--- config.mk ---
export PLATFORM = sky130hd
export DESIGN_NAME = lot_sched
export DESIGN_NICKNAME = d
export VERILOG_FILES = /design/src/rtl/lot_sched.sv
export SDC_FILE = /design/constraint.sdc
export NUM_CORES = 1
export LEC_CHECK = 0
export ABC_AREA = 0
export BUFFER_PORTS_ARGS = -buffer_cell sky130_fd_sc_hd__clkbuf_2
export CAP_MARGIN = 20
export CORE_MARGIN = 3
export CORE_UTILIZATION = 53
export DETAILED_ROUTE_END_ITERATION = 6
export PLACE_DENSITY = 0.87
export SETUP_SLACK_MARGIN = 0.3
export SLEW_MARGIN = 25
export SYNTH_ARGS = -nofsm -noshare
export SYNTH_HDL_FRONTEND = slang
export SYNTH_SLANG_ARGS = --single-unit
--- constraint.sdc ---
create_clock -name clk -period 2.39 [get_ports clk]
set_clock_uncertainty 0.2 [all_clocks]
set_input_delay 0.239 -clock clk [delete_from_list [all_inputs] [get_ports clk]]
set_output_delay 0.239 -clock clk [all_outputs]
set_load 0.01 [all_outputs]
--- src/rtl/lot_sched.sv ---
// rtl/lot_sched.sv - lottery bet entry and prize evaluation scheduler
//
// Collects up to four 5-digit bets, then hands them one at a time to a
// shared prize evaluator and tallies the prize classes it returns.
// Optional macro: LOT_DIGIT_CHECK_EN (reject digits above 9, pulse err).
//
// Ports:
//   clk, reset            clock, synchronous active-high reset
//   num, insere           bet digit and its valid strobe
//   fim                   close bet entry
//   fim_jogo              start draw evaluation (only in CLOSED)
//   ev_start, ev_bet      one-cycle evaluator request and the bet (MSD [19:16])
//   ev_done, ev_prize     evaluator result valid and prize class 0..3
//   state                 FSM state code
//   bet_count, full       stored bets 0..4, buffer full flag
//   cnt_p1..cnt_p3        prize-class tallies
//   led15                 at least one prize won in the last round
//   tmo                   sticky evaluator timeout
//   err                   one-cycle pulse on a rejected digit
module lot_sched (
  input  logic        clk,
  input  logic        reset,
  input  logic [3:0]  num,
  input  logic        insere,
  input  logic        fim,
  input  logic        fim_jogo,
  output logic        ev_start,
  output logic [19:0] ev_bet,
  input  logic        ev_done,
  input  logic [1:0]  ev_prize,
  output logic [3:0]  state,
  output logic [2:0]  bet_count,
  output logic        full,
  output logic [2:0]  cnt_p1,
  output logic [2:0]  cnt_p2,
  output logic [2:0]  cnt_p3,
  output logic        led15,
  output logic        tmo,
  output logic        err
);

  typedef enum logic [3:0] {
    S_IDLE      = 4'd0,
    S_ENTRY     = 4'd1,
    S_CLOSED    = 4'd2,
    S_EVAL_REQ  = 4'd3,
    S_EVAL_WAIT = 4'd4,
    S_DONE      = 4'd5
  } st_t;

  st_t         st;
  logic [19:0] bet_reg;
  logic [2:0]  dcnt;
  logic [19:0] buf_q [0:3];
  logic [1:0]  idx;
  logic [3:0]  tcnt;
  logic        digit_ok;
  logic        resolve;
  logic        last;
  logic [19:0] bet_next;

  assign state    = st;
  assign bet_next = {bet_reg[15:0], num};
  // A wait ends on a result, or on the 16th wait edge without one.
  assign resolve  = ev_done || (tcnt == 4'd15);
  assign last     = (({1'b0, idx}) + 3'd1) == bet_count;

`ifdef LOT_DIGIT_CHECK_EN
  logic accept_try;

  assign digit_ok   = (num <= 4'd9);
  // Only digits that would otherwise be taken can be rejected.
  assign accept_try = insere &&
                      ((st == S_IDLE) || ((st == S_ENTRY) && !fim && !full));

  always_ff @(posedge clk) begin
    if (reset) err <= 1'b0;
    else       err <= accept_try && !digit_ok;
  end
`else
  assign digit_ok = 1'b1;
  assign err      = 1'b0;
`endif

  always_ff @(posedge clk) begin
    if (reset) begin
      st        <= S_IDLE;
      bet_reg   <= 20'd0;
      dcnt      <= 3'd0;
      idx       <= 2'd0;
      tcnt      <= 4'd0;
      bet_count <= 3'd0;
      full      <= 1'b0;
      cnt_p1    <= 3'd0;
      cnt_p2    <= 3'd0;
      cnt_p3    <= 3'd0;
      led15     <= 1'b0;
      tmo       <= 1'b0;
      ev_start  <= 1'b0;
      ev_bet    <= 20'd0;
      for (int i = 0; i < 4; i++) buf_q[i] <= 20'd0;
    end else begin
      ev_start <= 1'b0;
      ev_bet   <= 20'd0;
      case (st)
        S_IDLE: begin
          // First digit of a round also wipes the previous round's results.
          if (insere && digit_ok) begin
            st        <= S_ENTRY;
            bet_reg   <= {16'd0, num};
            dcnt      <= 3'd1;
            bet_count <= 3'd0;
            full      <= 1'b0;
            cnt_p1    <= 3'd0;
            cnt_p2    <= 3'd0;
            cnt_p3    <= 3'd0;
            led15     <= 1'b0;
            tmo       <= 1'b0;
          end
        end
        S_ENTRY: begin
          if (fim) begin
            // Partial bet is dropped; a digit in the same cycle is lost too.
            dcnt    <= 3'd0;
            bet_reg <= 20'd0;
            st      <= (bet_count == 3'd0) ? S_IDLE : S_CLOSED;
          end else if (insere && !full && digit_ok) begin
            if (dcnt == 3'd4) begin
              buf_q[bet_count[1:0]] <= bet_next;
              bet_count             <= bet_count + 3'd1;
              full                  <= (bet_count == 3'd3);
              dcnt                  <= 3'd0;
              bet_reg               <= 20'd0;
            end else begin
              bet_reg <= bet_next;
              dcnt    <= dcnt + 3'd1;
            end
          end
        end
        S_CLOSED: begin
          if (fim_jogo) begin
            idx <= 2'd0;
            st  <= S_EVAL_REQ;
          end
        end
        S_EVAL_REQ: begin
          ev_start <= 1'b1;
          ev_bet   <= buf_q[idx];
          tcnt     <= 4'd0;
          st       <= S_EVAL_WAIT;
        end
        S_EVAL_WAIT: begin
          if (resolve) begin
            if (ev_done) begin
              case (ev_prize)
                2'd1:    cnt_p1 <= cnt_p1 + 3'd1;
                2'd2:    cnt_p2 <= cnt_p2 + 3'd1;
                2'd3:    cnt_p3 <= cnt_p3 + 3'd1;
                default: ;
              endcase
              if (ev_prize != 2'd0) led15 <= 1'b1;
            end else begin
              tmo <= 1'b1;
            end
            if (last) begin
              st <= S_DONE;
            end else begin
              idx <= idx + 2'd1;
              st  <= S_EVAL_REQ;
            end
          end else begin
            tcnt <= tcnt + 4'd1;
          end
        end
        S_DONE:  st <= S_IDLE;
        default: st <= S_IDLE;
      endcase
    end
  end

endmodule

==> flow_summary.ini <==
[status]
status = finished clean

[power_and_ir_drop]
ir_worst_vdd_mv = 0.6793
p_per_area_mw_per_mm2 = 772.0
p_leak_nw = 2.868

[setup_path]
path_class = flop to flop
path_buf_inv = 1
critical_path.max_stage_delay_ps = 360
path_cells = inv_2, ha_4, nand4b_1, nor4_4, and3_4, or2_2
critPathSlowestCell = nor4_4
cpLargestDelayFamily = simple AND/OR/NAND/NOR gates
path_depth = 6
cp_data_arrival_time_ps = 2020
crit_path_start_kind = flop
r2r_cells = 6
critPathMaxFanout = 5
endpoint_kind = flop
crit_required_ps = 2300

[job]
maxCapViolCount = 0

[timing]
setup_tns_ps = 0
maxSlewViolCount = 0
worst_pin_slew_ps = 508.4
timing.final.hold_violations = 0
timing.slew.headroom = 0.6604
rsz0062_at_grt = yes
layout_setup_ws_ps = 287.0
fmax_mhz = 475.5
min_period_ps = 2103
fin_crit_sh = 0.8799
setup_violations = 0

[synthesis]
ys_seq_elements = 144
async_reset_ff_frac = 0
synth_edf_count = 80
syn_area_mm2 = 0.006162
synth.distinct_cells = 48
ys.flop_type = edfxtp_1
syn_area_per_cell_um2 = 12.50
synth_commonest_cells = 83 x and2_1, 80 x edfxtp_1, 64 x dfxtp_1
yosys.area.top_type = edfxtp_1
synth.top_cell.area_share = 0.3898
seq_area_frac_synth = 0.5978
yosysMostFrequentCell = and2_1
synth.top_cells.by_area = edfxtp_1 39%, dfxtp_1 21%, and2_1 8.4%
syn-instance-count = 493
yosysWarningCount = 0

[grt]
grt_overflow = 0
grt_max_degree = 44
grt_antenna_before_repair = 0
gr-usage-all-layers = 0.2123
met1_usage = 0.2535
grt_first_pass_wirelength_um = 20970
met3_usage = 0.06366
met2_usage = 0.3687
top_usage_layer = met2
grt_pass1_vias = 4267

[clock_network]
clkSinkCount = 144
cts.htree.levels = 4
clock_latency_ps = 420
cts_buffer_depth = 2
cts_made_buffers = 17
cts_tree = done
path_clk_slew_ps = 50
clock-root-buffer = clkbuf_16

[placed_design]
gp_congestion = 0.8740
place_hpwl_um = 7835
placement.cell_area_mm2 = 0.006586
pre_cts_ws_ps = 169.0
io_buffers = 50

[detailed_routing]
wl_per_cell_um = 18.69
antenna_left = 0
drt_iter0_markers = 373
via_per_inst = 5.728
num_vias = 4130
wirelength_um = 13470
firstDrtPassIters = 5
drc = 0

[floorplanning]
ios = 53
rows = 38
die-area_mm2 = 0.01296
die_w_um = 113.8
die_h_um = 113.8
start_util = 0.5562
coreArea_mm2 = 0.01108

[layout]
fill_cells = 741
fin_area_mm2 = 0.007445
regArea_mm2 = 0.003691
largest_register_ffs = 80
drive_gt1_frac = 0.2651
area_delta_synth_final_pct = 20.81
nNetsFinal = 590
multi_input_area_mm2 = 0.002365
diodes = 0

[min_path]
holdCritPathClass = input port to flop
holdPathStages = 3
## cells by family after synthesis
logic type | Yosys count | synth area share
fa+ha+maj | 10 | 0.02030
xor+xnor | 11 | 0.01563
other cells | 1 | 0.0006086
mux | 27 | 0.08447
compound gates | 51 | 0.05097
simple gates | 209 | 0.1963
buf+inv | 40 | 0.03391
flops | 144 | 0.5978
## path summary, 6_finish.rpt
kind	slack, ps	end	start
setup reg to reg	290	buf_q[2][2]	dcnt[0]
hold reg to reg	280	dcnt[1]	dcnt[1]
hold / removal	40	tmo	insere
setup / recovery	290	buf_q[2][2]	dcnt[0]
## layout make-up
class / count / share of cell area
timing repair buffer: 79 / 0.07630
sequential: 144 / 0.4958
clock inverter: 8 / 0.01697
tap: 140 / 0.02353
inverter: 10 / 0.005042
clock buffer: 24 / 0.06471
multi-input combinational: 316 / 0.3176
## per-stage QoR
step | utilization | instances | total power (W) | hold WS, ps
floorplan | - | 494 | 0.002944 | 190.9
global placement | 0.5945 | 671 | 0.003030 | 258.9
detailed placement | 0.5945 | 671 | 0.003051 | 282.9
CTS | 0.6570 | 712 | 0.005746 | 13.27
global route | 0.6720 | 721 | 0.005911 | 54.68
finish | 0.6720 | 721 | 0.005747 | 35.23
## layer usage
layer | vias up | part of all wire
met5 | - | 0
met1 | 2021 | 0.40
met4 | 0 | 0.019
li1 | 1906 | -
met2 | 184 | 0.51
met3 | 19 | 0.070
## worst reg2reg max path, delay by kind of cell, from the launching register on
family / cells / cell delay, ps
and+or+nand+nor: 4 / 1080
DFF: 1 / 330
adders and majority gates: 1 / 130
buffers and inverters: 1 / 70
## report_power, final
group	internal, W	switching (W)	leakage, nW
Sequential	0.00267	0.0000319	1.34
Combinational	0.000125	0.000199	1.23
Clock	0.00173	0.000988	0.289
Total	0.00453	0.00122	2.87
## placed cells by master, fill, tap and decap left out, types with 6 or more instances in the layout
master / synthesis / routed
dfxtp_1: 64 / 60
mux4_2: 20 / 20
nand2_1: 23 / 23
nor2b_1: 23 / 23
xor2_1: 6 / 6
or2_4: 0 / 8
edfxtp_1: 80 / 80
ha_1: 10 / 9
mux2i_1: 7 / 7
nor3_1: 7 / 6
and2_1: 83 / 78
clkbuf_16: 0 / 19
nand2b_1: 6 / 6
a21oi_1: 27 / 27
buf_4: 2 / 15
inv_1: 10 / 8
nor2_1: 23 / 23
clkbuf_2: 0 / 50
nand3_1: 22 / 22
## repair_timing
item | in CTS | in global routing
gates cloned | 3 | 5
endpoints found under the setup margin | 67 | 123
resized for setup | 3 | 22
pin swaps | 2 | 6
endpoints found under the hold margin | 21 | 0
buffers inserted | 1 | 4
hold buffers | 5 | 0
Note: power is estimated with default switching activity, not from simulation.
